<file path="src/rtl/fifo_stream_reader.sv">
// fifo_stream_reader: drains a FIFO read port into a valid/ready burst stream via a 3-entry buffer.
// Define FIFO_READER_COUNT_EN to add the 32-bit delivered-word counter output word_count_o.
module fifo_stream_reader #(
  parameter int DATA_WIDTH = 8,
  parameter int BURST_LEN  = 4
) (
  input  logic                  read_clk_i,
  input  logic                  read_reset_i,
  input  logic                  flush_i,
  input  logic                  fifo_empty_i,
  input  logic [DATA_WIDTH-1:0] fifo_read_data_i,
  output logic                  fifo_read_en_o,
  output logic                  out_valid_o,
  input  logic                  out_ready_i,
  output logic [DATA_WIDTH-1:0] out_data_o,
  output logic                  out_last_o
`ifdef FIFO_READER_COUNT_EN
  ,
  output logic [31:0]           word_count_o
`endif
);

  localparam int BW = (BURST_LEN > 1) ? $clog2(BURST_LEN) : 1;
  localparam logic [BW-1:0] BURST_MAX = BW'(BURST_LEN - 1);

  logic [1:0]            occ_q, occ_d;
  logic [1:0]            rd_ptr_q, rd_ptr_d;
  logic [1:0]            wr_ptr_q, wr_ptr_d;
  logic                  pend_q, pend_d;
  logic                  drop_q, drop_d;
  logic [BW-1:0]         burst_q, burst_d;
  logic [DATA_WIDTH-1:0] mem_q [3];
  logic                  capture;
  logic                  xfer;

  function automatic logic [1:0] next_ptr(input logic [1:0] p);
    return (p == 2'd2) ? 2'd0 : p + 2'd1;
  endfunction

  // Reads are gated on registered occupancy plus the word in flight, never on out_ready_i.
  assign fifo_read_en_o = !read_reset_i && !flush_i && !fifo_empty_i &&
                          ((3'(occ_q) + 3'(pend_q)) <= 3'd2);

  assign out_valid_o = (occ_q != 2'd0);
  assign out_data_o  = mem_q[rd_ptr_q];
  assign out_last_o  = out_valid_o && (burst_q == BURST_MAX);

  // A word landing on the flush edge is the in-flight word, so the flush itself discards it.
  assign capture = pend_q && !drop_q && !flush_i;
  assign xfer    = out_valid_o && out_ready_i && !flush_i;

  always_comb begin
    occ_d    = occ_q;
    rd_ptr_d = rd_ptr_q;
    wr_ptr_d = wr_ptr_q;
    burst_d  = burst_q;
    pend_d   = fifo_read_en_o;
    drop_d   = flush_i && pend_q;
    if (flush_i) begin
      occ_d    = 2'd0;
      rd_ptr_d = 2'd0;
      wr_ptr_d = 2'd0;
      burst_d  = '0;
    end else begin
      occ_d = occ_q + {1'b0, capture} - {1'b0, xfer};
      if (capture) begin
        wr_ptr_d = next_ptr(wr_ptr_q);
      end
      if (xfer) begin
        rd_ptr_d = next_ptr(rd_ptr_q);
        burst_d  = (burst_q == BURST_MAX) ? '0 : burst_q + BW'(1);
      end
    end
  end

  always_ff @(posedge read_clk_i or posedge read_reset_i) begin
    if (read_reset_i) begin
      occ_q    <= 2'd0;
      rd_ptr_q <= 2'd0;
      wr_ptr_q <= 2'd0;
      pend_q   <= 1'b0;
      drop_q   <= 1'b0;
      burst_q  <= '0;
      for (int i = 0; i < 3; i++) begin
        mem_q[i] <= '0;
      end
    end else begin
      occ_q    <= occ_d;
      rd_ptr_q <= rd_ptr_d;
      wr_ptr_q <= wr_ptr_d;
      pend_q   <= pend_d;
      drop_q   <= drop_d;
      burst_q  <= burst_d;
      if (capture) begin
        mem_q[wr_ptr_q] <= fifo_read_data_i;
      end
    end
  end

`ifdef FIFO_READER_COUNT_EN
  logic [31:0] count_q;

  // Only reset clears the counter; flush leaves the running total alone.
  always_ff @(posedge read_clk_i or posedge read_reset_i) begin
    if (read_reset_i) begin
      count_q <= 32'd0;
    end else if (xfer) begin
      count_q <= count_q + 32'd1;
    end
  end

  assign word_count_o = count_q;
`endif

endmodule

</file>
<file path="config.mk">
export PLATFORM = sky130hd
export DESIGN_NAME = fifo_stream_reader
export DESIGN_NICKNAME = d
export VERILOG_FILES = /design/src/rtl/fifo_stream_reader.sv
export SDC_FILE = /design/constraint.sdc
export NUM_CORES = 1
export LEC_CHECK = 0
export BUFFER_PORTS_ARGS = -buffer_cell sky130_fd_sc_hd__buf_2
export CELL_PAD_IN_SITES_DETAIL_PLACEMENT = 1
export CELL_PAD_IN_SITES_GLOBAL_PLACEMENT = 2
export CORE_MARGIN = 3
export CORE_UTILIZATION = 37
export CTS_CLUSTER_SIZE = 16
export DETAILED_ROUTE_END_ITERATION = 10
export PLACE_DENSITY_LB_ADDON = 0.1
export SYNTH_ARGS = -nofsm -noshare
export SYNTH_HDL_FRONTEND = slang
export SYNTH_SLANG_ARGS = --single-unit
</file>
<file path="constraint.sdc">
create_clock -name read_clk_i -period 2.6 [get_ports read_clk_i]
set_clock_uncertainty 0.15 [all_clocks]
set_input_delay 0.39 -clock read_clk_i [delete_from_list [all_inputs] [get_ports read_clk_i]]
set_output_delay 0.39 -clock read_clk_i [all_outputs]
set_load 0.01 [all_outputs]
</file>
==> results of run 1 <==
power by group:
group	switching (mW)	leakage [nW]	internal (mW)
Sequential	0.0431	0.453	0.597
Combinational	0.119	0.444	0.130
Clock	0.178	0.0438	0.180
final cells by class:
class                           count  area, µm²  share of cell area
Clock inverter                      2       10.0             0.00532
Multi-Input combinational cell     90        742               0.394
Tap cell                           50       62.6              0.0332
Timing Repair Buffer               26        138              0.0731
Sequential cell                    34        851               0.452
Clock buffer                        5       68.8              0.0365
Inverter                            3       11.3             0.00598
routing by layer:
| metal | up-vias | part of all wire |
|---|---|---|
| li1 | 512 | - |
| met1 | 517 | 0.46 |
| met2 | 17 | 0.49 |
| met3 | 2 | 0.044 |
| met4 | 0 | 0.0024 |
| met5 | - | 0 |
layout by cell type (no fill, tap or decap), types with 3 or more instances in the layout:
master    instances
inv_1             3
mux2i_1          10
o21ai_0           8
buf_2            23
mux2_2           24
clkbuf_8          5
a21oi_1           4
buf_4             3
nor2b_1           3
dfrtp_1          34
ha_1              5
nor2_1            6
nand2_1          12
metrics by stage:
| step | power, mW | worst slack, ns | cells | hold slack [ns] |
|---|---|---|---|---|
| floorplan | 0.807 | 0.604 | 130 | 0.306 |
| global placement | 0.890 | 0.554 | 203 | 0.337 |
| detailed placement | 0.906 | 0.392 | 203 | 0.343 |
| CTS | 1.27 | 0.0569 | 210 | 0.0812 |
| global route | 1.33 | 0.0419 | 210 | 0.123 |
| finish | 1.25 | 0.228 | 210 | 0.0636 |
cells by family (layout without fill, tap and decap cells):
family,count (synthesis),after routing,synth area share
AO/OA/AOI/OAI,14,14,0.0466
XOR/XNOR,3,3,0.0163
adder cells (fa/ha/maj),5,5,0.0389
buffers and inverters,6,36,0.0148
flip-flops,34,34,0.528
multiplexers,34,34,0.230
AND/OR/NAND/NOR,34,34,0.125
path summary, 6_finish.rpt:
| kind | from | to | slack (ns) | cells after the start |
|---|---|---|---|---|
| worst max-delay path | occ_q[0] | fifo_read_en_o | 0.23 | 7 |
| worst min-delay path | read_reset_i | drop_q | 0.06 | 3 |
| worst max register to register | occ_q[1] | occ_q[1] | 0.53 | 7 |
| worst min register to register | mem_q[18] | mem_q[18] | 0.35 | 1 |
| max in group asynchronous | read_reset_i | mem_q[18] | 1.91 | 3 |
| min in group read_clk_i | fifo_empty_i | pend_q | 0.13 | 2 |
synthesized netlist by cell type (all sizes together):
| library cell | n | area [µm²] |
|---|---|---|
| nor4 | 1 | 6.26 |
| xnor2 | 1 | 8.76 |
| o22ai | 1 | 6.26 |
| o21ai | 9 | 48.8 |
| nand2 | 13 | 51.3 |
| clkbuf | 2 | 7.51 |
| and2 | 2 | 12.5 |
| nand2b | 1 | 6.26 |
| mux2i | 10 | 100 |
| xor2 | 2 | 17.5 |
| nor2b | 3 | 18.8 |
| nand3b | 1 | 20.0 |
| ha | 5 | 62.6 |
| a21oi | 4 | 20.0 |
| inv | 3 | 11.3 |
| or2 | 1 | 6.26 |
| nand3 | 1 | 10.0 |
| nor3b | 2 | 26.3 |
| buf | 1 | 5.00 |
| mux2 | 24 | 270 |
| or3 | 2 | 12.5 |
| or3b | 1 | 8.76 |
| dfrtp | 34 | 851 |
| nor2 | 6 | 22.5 |
flip-flops by register name, indices dropped and copies added (netlist names):
register  flops
burst_q       2
drop_q        1
mem_q        24
occ_q         2
pend_q        1
rd_ptr_q      2
wr_ptr_q      2
critical path: cells and delay by family (launching register included):
kind          cells  cell delay, ns
buf+inv           2            0.24
simple gates      3            0.45
flops             1            0.42
fa+ha+maj         2            0.46
==> metrics.txt, run 1 <==
layout cells sized above 1 0.406; Skew-Pair Late Insertion Delay 0.27 ns; Final nets 178; Max stage delay cell, worst path dfrtp_1; CTS tree yes; post-synth net total 148; gr usage total 0.143; CTS buffer count 5; core area 4090 µm²; Seq cells post-synth 34; die area 5180 µm²; Synth cell types 27; outcome finished, final reports clean; Leak between 0.9 and 1 nW; RSZ-0062 raised after global routing no; clock slew at reported path FFs roughly 0.070 ns; hold_buf cts 0; Relative slew margins 0.702; via/cell ratio 4.99; PortBufs 23; Fmax achieved 422 MHz; DRT antenna net count 0; Max VDD drop 0.284 mV; Cell Rows 23; Ys Warns 0; GRT met3 Usage 0.0388; Setup Crit Path Kind register to output pin; Crit path top cell by count ha_1; final instance area 1880 µm²; Syn Std Cell Area between 1500 and 2000 µm²; P&R area growth vs syn 16.9%; crit-path max FO 4; routed wire length roughly 3300 µm; DR vias 1048; TNS Setup 0 ns; Least-Margin Pin Slew 0.446 ns; Filler Cell Count 470; Largest stage delay, worst path about 0.42 ns; num ports 24; Slew Limit Fails 0; global-route layer with the greatest usage met2; Worst setup SP type register; clk root buf clkbuf_8; die width 72.0 µm; ANT cells 0; Power Density 662 nW/µm²; Post-CTS Setup Bufs 0; vias in the first global route 1143; CTS-repair resized insts 0; placed cell area 1800 µm²; post-synthesis cell count 130; CP cell instances ha_1, inv_1, ha_1, nor3b_1, nor2_1, nor4_2, buf_2; Data arrival, critical path 1.83 ns; routing usage on met2 0.240; largest net degree at the start of global routing 35; max_cap viols 0; Remaining Overflow, GRT 0; hpwl dp 2340 µm; Final Critical Period 2.37 ns; Worst Hold Class input port to async pin; drt wl/cell 15.8 µm; Period Utilization, post-route 0.912; DRC 0; Clock Sinks 34; die height 72.0 µm; Core Util, Final 0.461; CTS Buffer Depth 2; first-pass GRT wire length 5620 µm; final hold violations 0; mean area per synthesized cell between 10 and 15 µm²; Seq/Total Area, Yosys 0.528; starting density of the core 0.394; drt first pass iters 4; DRT iter0 DRCs 44; Max H-tree Level 2; Required @ worst endpoint slightly above 2 ns; initial antenna violation count 0; M1 GR Usage 0.180; CP endpoint kind output pin; final setup vio count 0; GPL Wtd Cong 0.731
Power figures use the tool's default switching activity.
==> run 2: changes to the inputs <==
--- a/config.mk
+++ b/config.mk
@@ -8,8 +8,7 @@
 export BUFFER_PORTS_ARGS = -buffer_cell sky130_fd_sc_hd__buf_2
 export CELL_PAD_IN_SITES_DETAIL_PLACEMENT = 1
 export CELL_PAD_IN_SITES_GLOBAL_PLACEMENT = 2
-export CORE_MARGIN = 3
-export CORE_UTILIZATION = 37
+export CORE_UTILIZATION = 40
 export CTS_CLUSTER_SIZE = 16
 export DETAILED_ROUTE_END_ITERATION = 10
 export PLACE_DENSITY_LB_ADDON = 0.1
==> constraint.sdc (replaced) <==
create_clock -name read_clk_i -period 3.1 [get_ports read_clk_i]
set_clock_uncertainty 0.15 [all_clocks]
set_input_delay 0.465 -clock read_clk_i [delete_from_list [all_inputs] [get_ports read_clk_i]]
set_output_delay 0.465 -clock read_clk_i [all_outputs]
set_load 0.01 [all_outputs]
==> metrics.txt, run 2 (synthesized netlist as in run 1, its figures left out) <==
outcome finished, final reports clean; Final nets 177; Setup WS post-layout 0.588 ns; drt wl/cell 15.0 µm; Cell Rows 22; starting density of the core 0.427; Top reg by flops mem_q; CTS-repair resized insts 0; routed wire length 3110 µm; Clock Sinks 34; highest-count cells in the layout ignoring fill and taps 34 x dfrtp_1, 24 x mux2_2, 23 x buf_2, 12 x nand2_1, 10 x mux2i_1; DRT iter0 DRCs 23; DRC 0; CP endpoint kind output pin; Power Density 599 nW/µm²; max_cap viols 0; vias in the first global route approximately 1.1k; Skew-Pair Late Insertion Delay 0.27 ns; Final Critical Period 2.51 ns; Relative slew margins 0.626; die height roughly 65 µm; crit-path max FO 4; P&R area growth vs syn 17.6%; CP cell instances ha_1, inv_1, ha_1, nor3b_1, nor2_1, nor4_1, buf_2; R2R depth 7; Worst setup SP type register; GPL Wtd Cong between 0.6 and 0.7; clk root buf clkbuf_8; Setup Crit Path Kind register to output pin; Largest stage delay, worst path 0.43 ns; die area around 4300 µm²; TNS Setup 0 ns; Fmax achieved 398 MHz; Leak 0.943 nW; max FFs per register 24; CTS Buffer Depth 2; hpwl dp about 2200 µm; Post-CTS Setup Bufs 0; Crit path top cell by count ha_1; Remaining Overflow, GRT 0; DRT antenna net count 0; reg-to-reg endpoint occ_q[1]; Period Utilization, post-route 0.810; DR vias 1064; final setup vio count 0; Max VDD drop 0.348 mV; num ports 24; gr usage total 0.176; Worst Hold Class input port to async pin; worst r2r src occ_q[1]; CTS tree yes; initial antenna violation count 0; Max stage delay cell, worst path dfrtp_1; hold_buf cts 0; Data arrival, critical path 1.90 ns; Least-Margin Pin Slew 0.560 ns; drt first pass iters 2; die width 65.5 µm; clock slew at reported path FFs around 0.070 ns; Setup Slack @ Placement roughly 0.85 ns; layout cells sized above 1 0.388; Slew Limit Fails 0; via/cell ratio roughly 5.1; largest net degree at the start of global routing 35; PortBufs 23; final hold violations 0; flop-to-flop setup slack 1.03 ns; commonest non-fill, non-tap cell in the layout dfrtp_1; Required @ worst endpoint 2.48 ns; CTS buffer count 5; first-pass GRT wire length 5510 µm; core area 3770 µm²; Max H-tree Level 2; RSZ-0062 raised after global routing no; ANT cells 0
## run 2: cell types whose count changed in the layout (fill, tap and decap cells not counted), sizes merged
| cell | change |
|---|---|
| clkbuf | +2 |
| clkinv | -2 |
| buf | -1 |
| bufinv | +1 |
## run 2: area by class of cell
class / count / area, µm²
Fill cell: 404 / 1880
Sequential cell: 34 / 851
Multi-Input combinational cell: 90 / 736
Timing Repair Buffer: 25 / 130
Clock buffer: 7 / 76.3
Tap cell: 48 / 60.1
Clock inverter: 1 / 30.0
Inverter: 3 / 11.3
## run 2: per-stage QoR
step	total power, mW	cells	hold WS, ns	util	area [µm²]
after global routing	1.20	208	0.177	0.502	1890
after CTS	1.15	208	0.145	0.502	1890
after global placement	0.749	200	0.337	0.474	1790
after floorplan	0.677	130	0.329	-	1610
final	1.13	208	0.136	0.502	1890
after detailed placement	0.759	200	0.343	0.474	1790
## run 2: how the worst max path moves through the flow
stage                     startpoint              to  depth (start not counted)
after global routing        occ_q[0]  fifo_read_en_o                          7
after detailed placement    occ_q[0]  fifo_read_en_o                          7
after floorplan             occ_q[0]  fifo_read_en_o                          6
final                       occ_q[0]  fifo_read_en_o                          7
after CTS                   occ_q[0]  fifo_read_en_o                          7
after global placement      occ_q[0]  fifo_read_en_o                          7
## run 2: report_power, final
| part | leakage, nW | switching, mW | internal [mW] | total (mW) |
|---|---|---|---|---|
| combinational | 0.438 | 0.103 | 0.109 | 0.212 |
| sequential | 0.453 | 0.0330 | 0.501 | 0.534 |
| clock | 0.0524 | 0.148 | 0.240 | 0.388 |
## run 2: critical path, delay by kind of cell (launching register included)
| kind | cells | cell delay [ns] |
|---|---|---|
| DFF | 1 | 0.43 |
| and+or+nand+nor | 3 | 0.46 |
| buffers and inverters | 2 | 0.26 |
| adders and majority gates | 2 | 0.48 |
## run 2: metal layers
metal,up-vias,wire (µm),GRT usage
met5,-,0,0
met3,4,114,0.0417
li1,508,-,-
met1,535,1440,0.225
met4,0,19,0.0489
met2,17,1540,0.295
==> run 3: changes to the inputs <==
--- a/config.mk
+++ b/config.mk
@@ -8,7 +8,7 @@
 export BUFFER_PORTS_ARGS = -buffer_cell sky130_fd_sc_hd__buf_2
 export CELL_PAD_IN_SITES_DETAIL_PLACEMENT = 1
 export CELL_PAD_IN_SITES_GLOBAL_PLACEMENT = 2
-export CORE_UTILIZATION = 40
+export CORE_UTILIZATION = 37
 export CTS_CLUSTER_SIZE = 16
 export DETAILED_ROUTE_END_ITERATION = 10
 export PLACE_DENSITY_LB_ADDON = 0.1
==> constraint.sdc (replaced) <==
create_clock -name read_clk_i -period 2.4 [get_ports read_clk_i]
set_clock_uncertainty 0.15 [all_clocks]
set_input_delay 0.36 -clock read_clk_i [delete_from_list [all_inputs] [get_ports read_clk_i]]
set_output_delay 0.36 -clock read_clk_i [all_outputs]
set_load 0.01 [all_outputs]
==> metrics.txt, run 3 (synthesized netlist as in run 1, its figures left out) <==
starting density of the core 0.394; DRT antenna net count 0; gr usage total 0.170; TNS Setup 0 ns; largest net degree at the start of global routing 35; DR vias roughly 1.1k; Reg power frac 0.495; Least-Margin Pin Slew 0.440 ns; crit-path max FO 4; flop-to-flop setup slack 0.29 ns; P&R area growth vs syn 20.0%; PortBufs 23; hpwl dp 2400 µm; Fmax achieved 431 MHz; CTS buffer count 5; Clock Sinks 34; Period Utilization, post-route 0.967; final hold violations 0; clock slew at reported path FFs 0.07 ns; R2R depth 8; initial antenna violation count 0; Power Density 722 nW/µm²; P_sw 0.371 mW; crit-path leading delay family adder cells; drt first pass iters 4; Pint a little over 1 mW; routed wire length 3340 µm; layout cells sized above 1 0.436; Top reg by flops mem_q; reg-to-reg endpoint occ_q[1]; WP buf/inv 2; Required @ worst endpoint 1.89 ns; die area 4620 µm²; num ports 24; clock share of power 0.303; Largest stage delay, worst path 0.40 ns; clk root buf clkbuf_8; Cell Rows 23; commonest non-fill, non-tap cell in the layout dfrtp_1; Relative slew margins 0.706; Setup WS post-layout 0.0797 ns; DRT iter0 DRCs 20; Final Critical Period 2.32 ns; final setup vio count 0; drt wl/cell 15.5 µm; Skew-Pair Late Insertion Delay 0.27 ns; Max VDD drop 0.365 mV; highest-count cells in the layout ignoring fill and taps 32 x dfrtp_1, 24 x mux2_2, 23 x buf_2, 12 x nand2_1, 10 x mux2i_1; first-pass GRT wire length 5540 µm; Filler Cell Count 449; max FFs per register 24; via/cell ratio 5.08; worst r2r src occ_q[0]; Worst Hold Class input port to async pin; CP cell instances ha_1, inv_1, ha_1, nor3b_2, nor2_1, nor4_2, buf_2; vias in the first global route 1161; Data arrival, critical path 1.81 ns; hold_ws 0.0373 ns; DRC 0; Crit. path cell count 7; Setup Crit Path Kind register to output pin; Core Util, Final 0.473; die height a little under 70 µm; combinational share of power 0.202; hold_buf cts 0; Leak 0.968 nW; Crit path top cell by count ha_1; die width 68.0 µm; Setup Slack @ Placement 0.247 ns; Worst setup SP type register; GPL Wtd Cong 0.703; core area approximately 4100 µm²; Max stage delay cell, worst path dfrtp_2; Slew Limit Fails 0; outcome finished, final reports clean; ANT cells 0; CP endpoint kind output pin; Remaining Overflow, GRT 0; Net Sw Frac 0.266; CTS tree yes; Max H-tree Level 2; Final nets 182; CTS Buffer Depth 2; max_cap viols 0
## run 3: worst register-to-register path: stages, from the launching register on
cell and delay, ns:
dfrtp_2 0.42, buf_4 0.14, o21ai_2 0.33, xnor2_1 0.16
nor2_1 0.06, ha_1 0.19, xor2_1 0.14, or3_1 0.31
a21oi_1 0.14
## run 3: area by class of cell
| class | instances | area, µm² | area share |
|---|---|---|---|
| Clock buffer | 7 | 86.3 | 0.0447 |
| Clock inverter | 1 | 5.00 | 0.00259 |
| Inverter | 3 | 11.3 | 0.00583 |
| Multi-Input combinational cell | 90 | 747 | 0.386 |
| Sequential cell | 34 | 853 | 0.441 |
| Tap cell | 50 | 62.6 | 0.0324 |
| Timing Repair Buffer | 30 | 168 | 0.0867 |
## run 3: layer usage
layer | up-vias | wire length [µm] | GRT usage
met4 | 0 | 21 | 0.0469
met1 | 555 | 1480 | 0.208
li1 | 517 | - | -
met2 | 18 | 1730 | 0.287
met3 | 2 | 107 | 0.0533
met5 | - | 0 | 0
## run 3: through the flow
stage          area, µm²  instances  power [mW]
2_1_floorplan       1610        130       0.874
3_3_place_gp        1810        204       0.963
3_5_place_dp        1810        204       0.983
4_1_cts             1900        212        1.42
5_1_grt             1930        215        1.48
6_report            1930        215        1.40
## run 3: worst max-delay path by stage
stage	from	to	slack, ns
floorplan	occ_q[0]	fifo_read_en_o	0.43
global placement	occ_q[0]	fifo_read_en_o	0.38
detailed placement	pend_q	fifo_read_en_o	0.25
CTS	pend_q	fifo_read_en_o	0.02
global route	pend_q	fifo_read_en_o	-0.04
finish	pend_q	fifo_read_en_o	0.08
## run 3: power by group through the flow
stage	registers [mW]	logic, mW	clock network, mW
after floorplan	0.687	0.187	0
after global placement	0.694	0.270	0
after detailed placement	0.701	0.282	0
after CTS	0.690	0.283	0.446
after global routing	0.701	0.315	0.461
final	0.691	0.282	0.423
## run 3: timing repair
item	in CTS	in global routing
buffers inserted	0	3
resized for setup	1	3
pin swaps	0	1
setup endpoints to repair	1	1
